**config.mk**
```make
export PLATFORM = sky130hd
export DESIGN_NAME = spi_adc_master
export DESIGN_NICKNAME = d
export VERILOG_FILES = /design/src/rtl/spi_adc_pkg.sv /design/src/rtl/spi_sclk_gen.sv /design/src/rtl/spi_adc_master.sv
export SDC_FILE = /design/constraint.sdc
export NUM_CORES = 1
export LEC_CHECK = 0
export ABC_AREA = 1
export CAP_MARGIN = 10
export CORE_ASPECT_RATIO = 1.1
export CORE_MARGIN = 5
export CORE_UTILIZATION = 50
export CTS_CLUSTER_DIAMETER = 30
export CTS_CLUSTER_SIZE = 10
export DETAILED_ROUTE_END_ITERATION = 8
export HOLD_SLACK_MARGIN = 0.06
export PLACE_DENSITY = 0.8
export SLEW_MARGIN = 10
export SYNTH_ARGS = -nofsm -noshare
export SYNTH_HDL_FRONTEND = slang
export SYNTH_SLANG_ARGS = --single-unit
```
**constraint.sdc**
```tcl
create_clock -name clk -period 1.8 [get_ports clk]
set_input_delay 0.36 -clock clk [delete_from_list [all_inputs] [get_ports clk]]
set_output_delay 0.36 -clock clk [all_outputs]
set_load 0.01 [all_outputs]
```
**src/rtl/spi_adc_pkg.sv**
```systemverilog
`default_nettype none
// ----------------------------------------------------------------------------
// spi_adc_pkg: shared state encoding and width helpers for spi_adc_master. Rev 1.0
// ----------------------------------------------------------------------------
package spi_adc_pkg;

  localparam logic [1:0] ST_IDLE  = 2'd0;
  localparam logic [1:0] ST_SETUP = 2'd1;
  localparam logic [1:0] ST_SHIFT = 2'd2;
  localparam logic [1:0] ST_QUIET = 2'd3;

  function automatic int clog2(input int value);
    int r;
    r = 0;
    while ((1 << r) < value) r++;
    return (r < 1) ? 1 : r;
  endfunction

  function automatic int frame_bits(input int lead, input int data_w, input int trail);
    return lead + data_w + trail;
  endfunction

endpackage
`default_nettype wire

```
**src/rtl/spi_sclk_gen.sv**
```systemverilog
`default_nettype none
// ----------------------------------------------------------------------------
// spi_sclk_gen: CLK_DIV divider for sclk with next-edge rise/fall strobes. Rev 1.0
// ----------------------------------------------------------------------------
module spi_sclk_gen
  import spi_adc_pkg::*;
#(
  parameter int CLK_DIV = 12
) (
  input  logic clk,
  input  logic rst,
  input  logic en_i,
  output logic sclk_o,
  output logic rise_o,
  output logic fall_o
);

  localparam int DIV_W = clog2(CLK_DIV);
  localparam logic [DIV_W-1:0] DIV_LAST = DIV_W'(CLK_DIV - 1);

  logic [DIV_W-1:0] div_q, div_d;
  logic             sclk_q, sclk_d;
  logic             run_q;

  // Enabling with div_q at zero makes the very first enabled edge drive sclk low.
  always_comb begin
    div_d  = '0;
    sclk_d = 1'b1;
    if (en_i) begin
      div_d  = (div_q == DIV_LAST) ? '0 : div_q + 1'b1;
      sclk_d = (div_q == '0) ? ~sclk_q : sclk_q;
    end
  end

  always_ff @(posedge clk or posedge rst) begin
    if (rst) begin
      div_q  <= '0;
      sclk_q <= 1'b1;
      run_q  <= 1'b0;
    end else begin
      div_q  <= div_d;
      sclk_q <= sclk_d;
      run_q  <= en_i;
    end
  end

  assign sclk_o = sclk_q;
  assign rise_o = run_q && !sclk_q && (div_q == '0);
  assign fall_o = run_q &&  sclk_q && (div_q == '0);

endmodule
`default_nettype wire

```
**src/rtl/spi_adc_master.sv**
```systemverilog
`default_nettype none
// ----------------------------------------------------------------------------
// spi_adc_master: read-only SPI ADC master, optional SPI_LEAD_CHECK_EN. Rev 1.0
// ----------------------------------------------------------------------------
module spi_adc_master
  import spi_adc_pkg::*;
#(
  parameter int CLK_DIV    = 12,
  parameter int DATA_W     = 8,
  parameter int LEAD_BITS  = 3,
  parameter int TRAIL_BITS = 4,
  parameter int QUIET_CYC  = 4,
  parameter int CNT_W      = 16
) (
  input  logic              clk,
  input  logic              rst,
  input  logic              start_i,
  input  logic              cont_i,
  input  logic              sdata_i,
  output logic              sclk_o,
  output logic              cs_n_o,
  output logic              busy_o,
  output logic              data_valid_o,
  output logic [DATA_W-1:0] data_o,
  output logic [CNT_W-1:0]  frame_cnt_o
`ifdef SPI_LEAD_CHECK_EN
  ,
  output logic              lead_err_o
`endif
);

  localparam int FRAME_BITS = frame_bits(LEAD_BITS, DATA_W, TRAIL_BITS);
  localparam int BIT_W      = clog2(FRAME_BITS);
  localparam int CYC_W      = clog2((CLK_DIV > QUIET_CYC) ? CLK_DIV : QUIET_CYC);

  logic [1:0]        state_q, state_d;
  logic [CYC_W-1:0]  cyc_q, cyc_d;
  logic [BIT_W-1:0]  bit_q, bit_d;
  logic [DATA_W-1:0] shift_q, shift_d;
  logic [DATA_W-1:0] data_q, data_d;
  logic [CNT_W-1:0]  cnt_q, cnt_d;
  logic              cs_n_q, cs_n_d;
  logic              busy_q, busy_d;
  logic              dv_q, dv_d;
  logic              w_rise, w_fall, w_done;
  int                w_k;
`ifdef SPI_LEAD_CHECK_EN
  logic              lead_flag_q, lead_flag_d;
  logic              lead_err_q, lead_err_d;
`endif

  spi_sclk_gen #(.CLK_DIV(CLK_DIV)) u_sclk (
    .clk    (clk),
    .rst    (rst),
    .en_i   (state_d == ST_SHIFT),
    .sclk_o (sclk_o),
    .rise_o (w_rise),
    .fall_o (w_fall)
  );

  assign w_k    = int'(bit_q);
  assign w_done = (state_q == ST_SHIFT) && (state_d == ST_QUIET);

  always_ff @(posedge clk or posedge rst) begin
    if (rst) begin
      state_q <= ST_IDLE;
      cyc_q   <= '0;
      bit_q   <= '0;
      shift_q <= '0;
      data_q  <= '0;
      cnt_q   <= '0;
      cs_n_q  <= 1'b1;
      busy_q  <= 1'b0;
      dv_q    <= 1'b0;
    end else begin
      state_q <= state_d;
      cyc_q   <= cyc_d;
      bit_q   <= bit_d;
      shift_q <= shift_d;
      data_q  <= data_d;
      cnt_q   <= cnt_d;
      cs_n_q  <= cs_n_d;
      busy_q  <= busy_d;
      dv_q    <= dv_d;
    end
  end

  always_comb begin
    state_d = state_q;
    cyc_d   = cyc_q;
    bit_d   = bit_q;
    case (state_q)
      ST_IDLE: begin
        cyc_d = '0;
        if (start_i || cont_i) state_d = ST_SETUP;
      end
      ST_SETUP: begin
        if (cyc_q == CYC_W'(CLK_DIV - 1)) begin
          state_d = ST_SHIFT;
          cyc_d   = '0;
          bit_d   = '0;
        end else begin
          cyc_d = cyc_q + 1'b1;
        end
      end
      ST_SHIFT: begin
        // w_fall marks the last cycle of a slot's high half.
        if (w_fall) begin
          if (bit_q == BIT_W'(FRAME_BITS - 1)) state_d = ST_QUIET;
          else                                 bit_d   = bit_q + 1'b1;
        end
      end
      default: begin
        if (cyc_q == CYC_W'(QUIET_CYC - 1)) begin
          state_d = cont_i ? ST_SETUP : ST_IDLE;
          cyc_d   = '0;
        end else begin
          cyc_d = cyc_q + 1'b1;
        end
      end
    endcase
  end

  always_comb begin
    cs_n_d  = !((state_d == ST_SETUP) || (state_d == ST_SHIFT));
    busy_d  = (state_d != ST_IDLE);
    dv_d    = w_done;
    data_d  = w_done ? shift_q : data_q;
    cnt_d   = w_done ? cnt_q + 1'b1 : cnt_q;
    shift_d = shift_q;
    if (w_rise && (w_k >= LEAD_BITS) && (w_k < LEAD_BITS + DATA_W))
      shift_d = {shift_q[DATA_W-2:0], sdata_i};
  end

`ifdef SPI_LEAD_CHECK_EN
  always_comb begin
    lead_flag_d = lead_flag_q;
    if ((state_d == ST_SETUP) && (state_q != ST_SETUP)) lead_flag_d = 1'b0;
    if (w_rise && (w_k < LEAD_BITS) && sdata_i)          lead_flag_d = 1'b1;
    lead_err_d = w_done ? lead_flag_q : lead_err_q;
  end

  always_ff @(posedge clk or posedge rst) begin
    if (rst) begin
      lead_flag_q <= 1'b0;
      lead_err_q  <= 1'b0;
    end else begin
      lead_flag_q <= lead_flag_d;
      lead_err_q  <= lead_err_d;
    end
  end

  assign lead_err_o = lead_err_q;
`endif

  assign cs_n_o       = cs_n_q;
  assign busy_o       = busy_q;
  assign data_valid_o = dv_q;
  assign data_o       = data_q;
  assign frame_cnt_o  = cnt_q;

endmodule
`default_nettype wire

```
==> results of run 1 <==
[timing repair]
action                                 4_1_cts  5_1_grt
hold buffers                                 0        0
setup endpoints to repair                   25       36
resized for setup                           22        8
endpoints found under the hold margin        0        0
pin swaps                                   16        9
setup buffers                                2        2
[state kept, by name, summed over array words and instances (netlist names)]
signal	count
frame_cnt_o	16
u_sclk.sclk_o	1
cs_n_o	1
busy_o	1
cyc_q	4
bit_q	4
state_q	2
data_valid_o	1
data_o	8
u_sclk.run_q	1
u_sclk.div_q	4
shift_q	8
[metrics by stage]
step                      utilization (%)  instances  hold slack (ps)  area (um^2)
after floorplan                         -        298            449.3         2596
after global placement              63.88        418            461.0         3216
after detailed placement            63.88        418            460.9         3216
after CTS                           67.66        428            324.8         3406
after global routing                68.56        430            362.7         3451
final                               68.56        430            337.8         3451
[worst max-delay path by stage]
stage	startpoint	end	slack, ps
floorplan	cyc_q[0]$_DFFE_PP0N_	frame_cnt_o[13]$_DFFE_PP0P_	-60
global placement	cont_i	frame_cnt_o[8]$_DFFE_PP0P_	-290
detailed placement	cont_i	frame_cnt_o[8]$_DFFE_PP0P_	-370
CTS	cyc_q[1]$_DFFE_PP0N_	frame_cnt_o[7]$_DFFE_PP0P_	-150
global route	u_sclk.div_q[1]$_DFF_PP0_	frame_cnt_o[10]$_DFFE_PP0P_	-370
finish	cyc_q[1]$_DFFE_PP0N_	frame_cnt_o[6]$_DFFE_PP0P_	-210
[per-layer routing]
| layer | part of all wire [%] | track usage [%] | up-vias |
|---|---|---|---|
| li1 | - | - | 1066 |
| met1 | 43 | 21.48 | 999 |
| met2 | 53 | 30.27 | 43 |
| met3 | 3.1 | 3.046 | 10 |
| met4 | 1.4 | 5.246 | 0 |
| met5 | 0 | 0 | - |
[worst max-delay path: cells and delay by family, from the launching register on]
| kind | cells | cell delay (ps) |
|---|---|---|
| buffers and inverters | 3 | 180 |
| adders and majority gates | 2 | 400 |
| DFF | 1 | 400 |
| and+or+nand+nor | 6 | 720 |
| xor gates and xnor gates | 1 | 140 |
| AOI/OAI and AO/OA | 1 | 50 |
[where the power goes]
group          internal (W)  switching, W
Clock              0.000414      0.000383
Sequential          0.00128      0.000104
Combinational      0.000529      0.000560
Total               0.00223       0.00105
[synth_stat cells]
library cell and number:
buf_6 3, inv_4 1, inv_2 2, o21ai_2 13, ha_1 9, dfstp_2 2, nand4_1 5, nor2_1 26
nand3_2 1, a21oi_1 1, inv_1 37, xnor2_1 7, nand2_4 2, o21ai_0 12, nand3b_1 5, nand2_1 93
dfrtp_1 49, nor2_2 3, buf_4 2, or2_2 1, xor2_1 6, or2_1 1, nand3_1 12, nand4_4 1
o21ai_1 1, nor2_8 1, nor2_4 2
[logic make-up (layout without fill, tap and decap cells)]
logic type               Yosys count  count (layout)  share of synthesized area (%)
AO/OA/AOI/OAI                     27              27                          7.091
XOR/XNOR                          13              13                          4.390
adder cells (fa/ha/maj)            9               9                          4.342
buffers and inverters             45             119                          7.766
flip-flops                        51              51                          49.30
AND/OR/NAND/NOR                  153             153                          27.11
[final cells by class]
class                   count  area share (%)
flip-flops and latches     51           37.06
clock inverters             3           1.269
multi-input cells         202           34.19
well taps                  58           2.103
inverters                  40           4.496
repair buffers             71           18.89
clock buffers               5           1.994
==> metrics.md, run 1 <==
| Metric | Value |
|---|---|
| Outcome | `finished with violations` |
| Violated checks | `setup timing` |
| Total area of multi-input combinational cells | `0.001180 mm^2` |
| Final antenna-violating net count | `0` |
| Smallest setup slack after layout | `-211.1 ps` |
| Vias in the first global route | `2162` |
| Net count after synthesis | `312` |
| CP max FO | `4` |
| Fraction of final layout cells sized beyond drive strength 1 | `26.34%` |
| Number of violations of the max-capacitance limit | `0` |
| Remaining global-route overflow | `0` |
| Effective utilization at floorplan | `51.53%` |
| CTS tree | `yes` |
| Setup crit end kind | `flip-flop` |
| Largest area contributor in the synthesized netlist | `dfrtp_1` |
| Number of distinct library cells after synthesis | `27` |
| Horizontal extent of the die | `78.67 um` |
| Sequential element share of the synthesized area | `49.30%` |
| Register Area | `0.001279 mm^2` |
| Gate count of the mapped netlist | `298` |
| Drc violations | `0` |
| Final Hold Fails | `0` |
| Number of inserted diodes | `0` |
| Nets | `385` |
| Root buf cell | `clkbuf_8` |
| Clk buf depth | `2` |
| Detailed placement HPWL | `3.797 mm` |
| Starting DRC count in detailed routing | `123` |
| Max Clock Skew | `3.371 ps` |
| Transition at the pin with the smallest max-transition slack | `330.5 ps` |
| Core area | `0.005034 mm^2` |
| Number of antenna violations at the first check in global routing | `0` |
| Max-slew violation total from the final report | `0` |
| Worst r2r src | `cyc_q[1]$_DFFE_PP0N_` |
| Post-synthesis area per instance | `8.704 um^2` |
| Number of cell rows | `27` |
| Top cell type's share of synthesized area | `47.27%` |
| Pin count of the biggest net entering global routing | `22` |
| Most common cell after layout, fill and taps aside | `nand2_1` |
| CP Data Required Time | `2000 ps` |
| Static leakage power | `1.690 nW` |
| Sink Count | `51` |
| Worst IR Drop VDD | `603.7 uV` |
| GRT Total Usage | `17.20%` |
| Mapped cell area | `0.002594 mm^2` |
| Cells along the critical path | `ha_2 -> nand3_2 -> nand2_2 -> nand3_1 -> a21oi_1 -> nor2_2 -> ha_2 -> inv_2 -> nor2_8 -> inv_6 -> nor2_4 -> xnor2_1 -> inv_1` |
| Total negative slack for setup checks | `-2857 ps` |
| Element type at the critical path start | `flip-flop` |
| Setup Slack @ Placement | `-367.8 ps` |
| Cells taking the most area after synthesis | `dfrtp_1 47%, nand2_1 13%, inv_1 5.4%` |
| First-pass GRT wire length | `9.459 mm` |
| Filler cell count in the final layout | `365` |
| Arrival time at the worst endpoint | `2210 ps` |
| Via total after detailed routing | `2118` |
| Number of setup violations in the final report | `24` |
| Reg-to-reg slack, setup | `-210 ps` |
| Vias/cell | `4.926` |
| Max H-tree Level | `2` |
| Period minus WS final | `2011 ps` |
| Relative max-transition margin | `77.93%` |
| Final worst path period share | `111.7%` |
| Total of flip-flops plus latches after synthesis | `51` |
| Power consumption | `0.003274 W` |
| Depth of the worst register-to-register path | `13` |
| Total clock buffers created by CTS | `5` |
| Final RePlAce weighted congestion | `0.8575` |
| RSZ-0062 raised after global routing | `yes` |
| Critical Path Max Stage Delay | `400 ps` |
| Clock latency reported for the late side of the worst-skew pair | `300 ps` |
| Power density cells | `948.8 mW/mm^2` |
| Crit path max-delay cell type | `dfrtp_1` |
| Number of detailed-route iterations in the first pass | `4` |
| Die Height | `85.54 um` |
| Peak Freq | `0.4972 GHz` |
| Synthesis Warnings | `0` |
| Worst r2r dst | `frame_cnt_o[6]$_DFFE_PP0P_` |
| Commonest cells after routing, fill and taps aside | `85 x nand2_1, 49 x dfrtp_1, 34 x inv_1, 34 x buf_4, 31 x clkdlybuf4s50_1` |
| Number of placed I/O pins | `33` |
| Port-buffer cells | `32` |
| Cell occurring most often along the worst timing path | `ha_2` |
| Clk slew on worst S/H paths | `90 ps` |
| Path category of the worst min-delay check | `input port to async pin` |
| Die outline area | `0.006729 mm^2` |
| Critical Setup Path Class | `flip-flop to flip-flop` |
| Layout-stage area growth over the synthesis result | `33.04%` |
| DR WL/cell | `12.35 um` |
| Post-detailed-routing wire length | `5.310 mm` |
(Power assumes the default switching activity.)
==> inputs of run 2 (changes only) <==
--- a/config.mk
+++ b/config.mk
@@ -14,6 +14,7 @@
 export CTS_CLUSTER_SIZE = 10
 export DETAILED_ROUTE_END_ITERATION = 8
 export HOLD_SLACK_MARGIN = 0.06
+export MAX_ROUTING_LAYER = met4
 export PLACE_DENSITY = 0.8
 export SLEW_MARGIN = 10
 export SYNTH_ARGS = -nofsm -noshare
==> metrics.md, run 2 (synthesis results as in run 1) <==
| Metric | Value |
|---|---|
| Number of placed I/O pins | `33 (unchanged)` |
| Outcome | `finished with violations (unchanged)` |
| Relative max-transition margin | `77.98% (was 77.93%)` |
| Period minus WS final | `2022 ps (was 2011 ps)` |
| Number of detailed-route iterations in the first pass | `4 (unchanged)` |
| CTS tree | `yes (unchanged)` |
| Most common cell after layout, fill and taps aside | `nand2_1 (unchanged)` |
| Largest register FFs | `16 (unchanged)` |
| Arrival time at the worst endpoint | `2220 ps (was 2210 ps)` |
| Effective utilization at floorplan | `51.53% (unchanged)` |
| Remaining global-route overflow | `0 (unchanged)` |
| Met1 layer wirelength in the final routing | `2.306 mm (was 2.280 mm)` |
| Port-buffer cells | `32 (unchanged)` |
| Pin count of the biggest net entering global routing | `22 (unchanged)` |
| Final antenna-violating net count | `0 (unchanged)` |
| CP max FO | `4 (unchanged)` |
| Root buf cell | `clkbuf_8 (unchanged)` |
| Number of setup violations in the final report | `24 (unchanged)` |
| DR WL/cell | `12.39 um (was 12.35 um)` |
| Met2 layer wire length in the routed design | `2.796 mm (was 2.789 mm)` |
| Peak Freq | `0.4947 GHz (was 0.4972 GHz)` |
| Drc violations | `0 (unchanged)` |
| Highest metal layer with signal wires | `met4 (unchanged)` |
| First-pass GRT wire length | `9.473 mm (was 9.459 mm)` |
| Total negative slack for setup checks | `-3005 ps (was -2857 ps)` |
| Die Height | `85.54 um (unchanged)` |
| Number of violations of the max-capacitance limit | `0 (unchanged)` |
| Max Clock Skew | `3.325 ps (was 3.371 ps)` |
| Worst IR Drop VDD | `601.6 uV (was 603.7 uV)` |
| Total clock buffers created by CTS | `5 (unchanged)` |
| Max-slew violation total from the final report | `0 (unchanged)` |
| Placed instance count | `418 (unchanged)` |
| Layout-stage area growth over the synthesis result | `33.04% (unchanged)` |
| Depth of the worst register-to-register path | `13 (unchanged)` |
| GRT Total Usage | `17.74% (was 17.20%)` |
| Via total after detailed routing | `2117 (was 2118)` |
| Nets | `385 (unchanged)` |
| Transition at the pin with the smallest max-transition slack | `329.8 ps (was 330.5 ps)` |
| Power density cells | `949.0 mW/mm^2 (was 948.8 mW/mm^2)` |
| Non-Filler Instances | `430 (unchanged)` |
| Static leakage power | `1.690 nW (unchanged)` |
| Violated checks | `setup timing (unchanged)` |
| Setup Slack @ Placement | `-367.8 ps (unchanged)` |
| Met3 wire length | `152 um (was 164 um)` |
| RSZ-0062 raised after global routing | `yes (unchanged)` |
| Starting DRC count in detailed routing | `104 (was 123)` |
| Worst slack on hold paths | `337.1 ps (was 337.8 ps)` |
| CP Data Required Time | `2000 ps (about the same)` |
| Fraction of final layout cells sized beyond drive strength 1 | `26.34% (unchanged)` |
| Number of antenna violations at the first check in global routing | `0 (unchanged)` |
| Vias in the first global route | `2155 (was 2162)` |
| Vias/cell | `4.923 (was 4.926)` |
| Final RePlAce weighted congestion | `0.8712 (was 0.8575)` |
| Core area | `0.005034 mm^2 (unchanged)` |
| Final Hold Fails | `0 (unchanged)` |
| Number of inserted diodes | `0 (unchanged)` |
| Die outline area | `0.006729 mm^2 (unchanged)` |
| Post-detailed-routing wire length | `5.328 mm (was 5.310 mm)` |
| Path category of the worst min-delay check | `input port to async pin (unchanged)` |
| Commonest cells after routing, fill and taps aside | `85 x nand2_1, 49 x dfrtp_1, 34 x inv_1, 34 x buf_4, 31 x clkdlybuf4s50_1 (unchanged)` |
| Critical Setup Path Class | `flip-flop to flip-flop (unchanged)` |
| Final worst path period share | `112.3% (was 111.7%)` |
| Clk buf depth | `2 (unchanged)` |
| Clk slew on worst S/H paths | `90 ps (about the same)` |
| Setup crit end kind | `flip-flop (unchanged)` |
| Horizontal extent of the die | `78.67 um (unchanged)` |
| Element type at the critical path start | `flip-flop (unchanged)` |
| Hold_buf cts | `0 (unchanged)` |
| Smallest setup slack after layout | `-221.6 ps (was -211.1 ps)` |
| Final core occ | `68.56% (unchanged)` |
| Detailed placement HPWL | `3.797 mm (unchanged)` |
| Clock latency reported for the late side of the worst-skew pair | `310 ps (was 300 ps)` |
| Number of cell rows | `27 (unchanged)` |
| Sink Count | `51 (unchanged)` |
| Max H-tree Level | `2 (unchanged)` |
## run 2: worst max-delay path, stage by stage (launching register included)
cell,delay [ps]
dfrtp_1,400
ha_2,210
nand3_2,110
nand2_2,70
nand3_1,70
a21oi_1,50
nor2_2,170
ha_2,190
inv_2,60
nor2_8,150
inv_6,60
nor2_4,170
xnor2_1,140
inv_1,60
## run 2: final timing paths
kind,to,start,slack [ps]
max in group asynchronous,frame_cnt_o[7]$_DFFE_PP0P_,rst,1000
setup reg to reg,frame_cnt_o[6]$_DFFE_PP0P_,cyc_q[1]$_DFFE_PP0N_,-220
min in group clk,data_o[7]$_DFFE_PP0P_,data_o[7]$_DFFE_PP0P_,480
hold reg to reg,data_o[7]$_DFFE_PP0P_,data_o[7]$_DFFE_PP0P_,480
setup / recovery,frame_cnt_o[6]$_DFFE_PP0P_,cyc_q[1]$_DFFE_PP0N_,-220
hold / removal,u_sclk.div_q[1]$_DFF_PP0_,rst,340
## run 2: layout make-up
type | instances | area (um^2)
inverters | 40 | 155.1
multi-input cells | 202 | 1180
clock buffers | 5 | 68.82
fillers | 365 | 1583
repair buffers | 71 | 651.9
flip-flops and latches | 51 | 1279
clock inverters | 3 | 43.79
well taps | 58 | 72.57
## run 2: timing repair
action                                  4_1_cts  5_1_grt
pin swaps                                    16        9
endpoints found under the setup margin       25       36
resized for setup                            22        8
buffers inserted                              2        2
## run 2: stage by stage
stage | area [um^2] | power [W]
2_1_floorplan | 2596 | 0.001936
3_3_place_gp | 3216 | 0.002365
3_5_place_dp | 3216 | 0.002413
4_1_cts | 3406 | 0.003265
5_1_grt | 3451 | 0.003500
6_report | 3451 | 0.003275
## run 2: power by group
group	switching (W)	total [W]	leakage [nW]	internal (W)
registers	0.000104	0.00139	0.678	0.00128
logic	0.000560	0.00109	0.954	0.000530
clock network	0.000383	0.000797	0.0581	0.000414
total	0.00105	0.00327	1.69	0.00223
## run 2: metal layers
layer  vias to the layer above  track usage (%)
met2                        41            30.19
met4                         0            5.246
met5                         -                -
met3                         8            3.046
li1                       1068                -
met1                      1000            21.61
==> inputs of run 3 (changes only) <==
--- a/config.mk
+++ b/config.mk
@@ -5,11 +5,10 @@
 export SDC_FILE = /design/constraint.sdc
 export NUM_CORES = 1
 export LEC_CHECK = 0
-export ABC_AREA = 1
 export CAP_MARGIN = 10
 export CORE_ASPECT_RATIO = 1.1
 export CORE_MARGIN = 5
-export CORE_UTILIZATION = 50
+export CORE_UTILIZATION = 49
 export CTS_CLUSTER_DIAMETER = 30
 export CTS_CLUSTER_SIZE = 10
 export DETAILED_ROUTE_END_ITERATION = 8
==> metrics.md, run 3 <==
| Metric | Value |
|---|---|
| Outcome | `finished with violations (unchanged)` |
| Violated checks | `setup timing (unchanged)` |
| Via total after detailed routing | `1886 (was 2117)` |
| Core area | `0.004684 mm^2 (was 0.005034 mm^2)` |
| Number of synthesized flops with an enable pin | `0 (unchanged)` |
| GRT Total Usage | `17.27% (was 17.74%)` |
| Number of detailed-route iterations in the first pass | `4 (unchanged)` |
| Final Hold Fails | `0 (unchanged)` |
| Nets | `315 (was 385)` |
| RSZ-0062 raised after global routing | `yes (unchanged)` |
| Power consumption | `0.003122 W (was 0.003275 W)` |
| Max-slew violation total from the final report | `0 (unchanged)` |
| Peak Freq | `0.4143 GHz (was 0.4947 GHz)` |
| Power density cells | `910.1 mW/mm^2 (was 949.0 mW/mm^2)` |
| Most frequent cell after synthesis | `dfrtp_1 (was nand2_1)` |
| Path category of the worst min-delay check | `input port to async pin (unchanged)` |
| Worst r2r src | `u_sclk.div_q[0]$_DFF_PP0_ (was cyc_q[1]$_DFFE_PP0N_)` |
| Total negative slack for setup checks | `-13970 ps (was -3005 ps)` |
| Final worst path period share | `134.1% (was 112.3%)` |
| Hold_buf cts | `0 (unchanged)` |
| Post-synthesis async set-or-reset flop share | `100.0% (unchanged)` |
| Total of flip-flops plus latches after synthesis | `51 (unchanged)` |
| Commonest cells after routing, fill and taps aside | `48 x dfrtp_1, 40 x buf_4, 31 x nand2_1, 31 x clkdlybuf4s50_1, 12 x inv_1 (was 85 x nand2_1, 49 x dfrtp_1, 34 x inv_1, 34 x buf_4, 31 x clkdlybuf4s50_1)` |
| Post-synthesis area per instance | `10.88 um^2 (was 8.704 um^2)` |
| Clk slew on worst S/H paths | `100 ps (was 90 ps)` |
| Final RePlAce weighted congestion | `0.8788 (was 0.8712)` |
| Layout-stage area growth over the synthesis result | `44.70% (was 33.04%)` |
| Root buf cell | `clkbuf_8 (unchanged)` |
| Number of violations of the max-capacitance limit | `0 (unchanged)` |
| Drc violations | `0 (unchanged)` |
| Largest register FFs | `16 (unchanged)` |
| Fraction of final layout cells sized beyond drive strength 1 | `32.45% (was 26.34%)` |
| Post-detailed-routing wire length | `5.557 mm (was 5.328 mm)` |
| Cells taking the most area after synthesis | `dfrtp_1 52%, nand2_1 5.5%, ha_1 4.7% (was dfrtp_1 47%, nand2_1 13%, inv_1 5.4%)` |
| Clock latency reported for the late side of the worst-skew pair | `310 ps (about the same)` |
| Die Height | `82.96 um (was 85.54 um)` |
| Setup Slack @ Placement | `-750.6 ps (was -367.8 ps)` |
| Number of distinct library cells after synthesis | `43 (was 27)` |
| Starting DRC count in detailed routing | `106 (was 104)` |
| Vias in the first global route | `1923 (was 2155)` |
| Sequential element share of the synthesized area | `53.93% (was 49.30%)` |
| CTS tree | `yes (unchanged)` |
| Final antenna-violating net count | `0 (unchanged)` |
| Final core occ | `73.24% (was 68.56%)` |
| Sink Count | `51 (unchanged)` |
| Max H-tree Level | `2 (unchanged)` |
| Top flip-flop cell by instance count after synthesis | `dfrtp_1 (unchanged)` |
| Period minus WS final | `2414 ps (was 2022 ps)` |
| Transition at the pin with the smallest max-transition slack | `339.4 ps (was 329.8 ps)` |
| Number of placed I/O pins | `33 (unchanged)` |
| Setup crit end kind | `flip-flop (unchanged)` |
| Clk buf depth | `2 (unchanged)` |
| Total clock buffers created by CTS | `5 (unchanged)` |
| Depth of the worst register-to-register path | `11 (was 13)` |
| Element type at the critical path start | `flip-flop (unchanged)` |
| Worst r2r dst | `frame_cnt_o[11]$_DFFE_PP0P_ (was frame_cnt_o[6]$_DFFE_PP0P_)` |
| DR WL/cell | `15.52 um (was 12.39 um)` |
| Number of inserted diodes | `0 (unchanged)` |
| Gate count of the mapped netlist | `218 (was 298)` |
| Smallest setup slack after layout | `-613.9 ps (was -221.6 ps)` |
| Mapped cell area | `0.002371 mm^2 (was 0.002594 mm^2)` |
| Worst IR Drop VDD | `925.0 uV (was 601.6 uV)` |
| First-pass GRT wire length | `8.707 mm (was 9.473 mm)` |
| Vias/cell | `5.268 (was 4.923)` |
| Number of cell rows | `26 (was 27)` |
| Top cells by count, synth | `49 x dfrtp_1, 35 x nand2_1, 14 x inv_1, 12 x nand3_1 (was 93 x nand2_1, 49 x dfrtp_1, 37 x inv_1, 26 x nor2_1, 13 x o21ai_2)` |
| CP Data Required Time | `2000 ps (about the same)` |
| Synthesis Warnings | `0 (unchanged)` |
| Filler cell count in the final layout | `295 (was 365)` |
| Reg-to-reg slack, setup | `-610 ps (was -220 ps)` |
| Top cell type's share of synthesized area | `51.72% (was 47.27%)` |
| Static leakage power | `1.679 nW (was 1.690 nW)` |
| Critical Setup Path Class | `flip-flop to flip-flop (unchanged)` |
| Remaining global-route overflow | `0 (unchanged)` |
| Most common cell after layout, fill and taps aside | `dfrtp_1 (was nand2_1)` |
| Effective utilization at floorplan | `50.61% (was 51.53%)` |
| Die outline area | `0.006332 mm^2 (was 0.006729 mm^2)` |
| Arrival time at the worst endpoint | `2620 ps (was 2220 ps)` |
| Largest area contributor in the synthesized netlist | `dfrtp_1 (unchanged)` |
| Number of setup violations in the final report | `36 (was 24)` |
| Max Clock Skew | `8.517 ps (was 3.325 ps)` |
| Detailed placement HPWL | `3.421 mm (was 3.797 mm)` |
| Port-buffer cells | `32 (unchanged)` |
| Horizontal extent of the die | `76.33 um (was 78.67 um)` |
| CP max FO | `5 (was 4)` |
| Pin count of the biggest net entering global routing | `52 (was 22)` |
| Net count after synthesis | `232 (was 312)` |
| Number of antenna violations at the first check in global routing | `0 (unchanged)` |
| Relative max-transition margin | `77.20% (was 77.98%)` |
## run 3: how the worst max path moves through the flow
stage | start | end | slack [ps] | cells past startpoint
2_1_floorplan | u_sclk.div_q[0]$_DFF_PP0_ | frame_cnt_o[11]$_DFFE_PP0P_ | -600 | 12
3_3_place_gp | cont_i | frame_cnt_o[11]$_DFFE_PP0P_ | -670 | 9
3_5_place_dp | cont_i | frame_cnt_o[11]$_DFFE_PP0P_ | -750 | 9
4_1_cts | u_sclk.div_q[0]$_DFF_PP0_ | frame_cnt_o[11]$_DFFE_PP0P_ | -570 | 11
5_1_grt | u_sclk.div_q[0]$_DFF_PP0_ | frame_cnt_o[10]$_DFFE_PP0P_ | -720 | 13
6_report | u_sclk.div_q[0]$_DFF_PP0_ | frame_cnt_o[11]$_DFFE_PP0P_ | -610 | 11
## run 3: layout make-up
| cell class | instances | area (um^2) | share of cell area, % |
|---|---|---|---|
| tap | 56 | 70.07 | 2.042 |
| clock inverter | 2 | 38.79 | 1.131 |
| inverter | 14 | 57.56 | 1.678 |
| multi-input combinational | 147 | 1127 | 32.86 |
| clock buffer | 6 | 82.58 | 2.407 |
| timing repair buffer | 82 | 774.5 | 22.57 |
| sequential | 51 | 1280 | 37.31 |
## run 3: layer usage
metal  track usage [%]  vias to the layer above  wire length, um
met5                 -                        -                0
met4             7.790                        0              139
li1                  -                      901                -
met3             3.571                       11              238
met1             20.17                      928             2319
met2             28.58                       46             2860
## run 3: through the flow
step,instances,hold slack (ps),instance area [um^2]
finish,358,404.5,3431
global route,358,432.1,3431
CTS,354,418.6,3334
detailed placement,338,455.0,3045
global placement,338,453.8,3045
floorplan,218,434.8,2397
## run 3: what timing repair did
item	in CTS	in global routing
pin swaps	8	15
setup endpoints to repair	35	38
gates cloned	1	0
gates resized for setup	25	13
buffers inserted	7	5
## run 3: cell families (layout without fill, tap and decap cells)
family          after synthesis  count (layout)  synth area share [%]
xor+xnor                     16              16                 6.860
buf+inv                      20             104                 3.535
compound gates               24              24                 6.227
mux                          10              10                 4.644
simple gates                 88              88                 20.05
flops                        51              51                 53.93
fa+ha+maj                     9               9                 4.749
## run 3: worst max-delay path: stages (launching register included)
cell      delay (ps)
dfrtp_1          390
inv_1             60
ha_2             160
and4bb_2         270
nand2_2           70
nor2_4            90
o22a_1           170
ha_2             200
nand3b_4          90
or4_4            480
nand2b_4         180
xnor2_2          130
## run 3: where the power goes
part           leakage [nW]  internal, W  switching, W
sequential            0.681      0.00125     0.0000997
combinational         0.936     0.000500      0.000418
clock                0.0618     0.000458      0.000392
total                  1.68      0.00221      0.000910
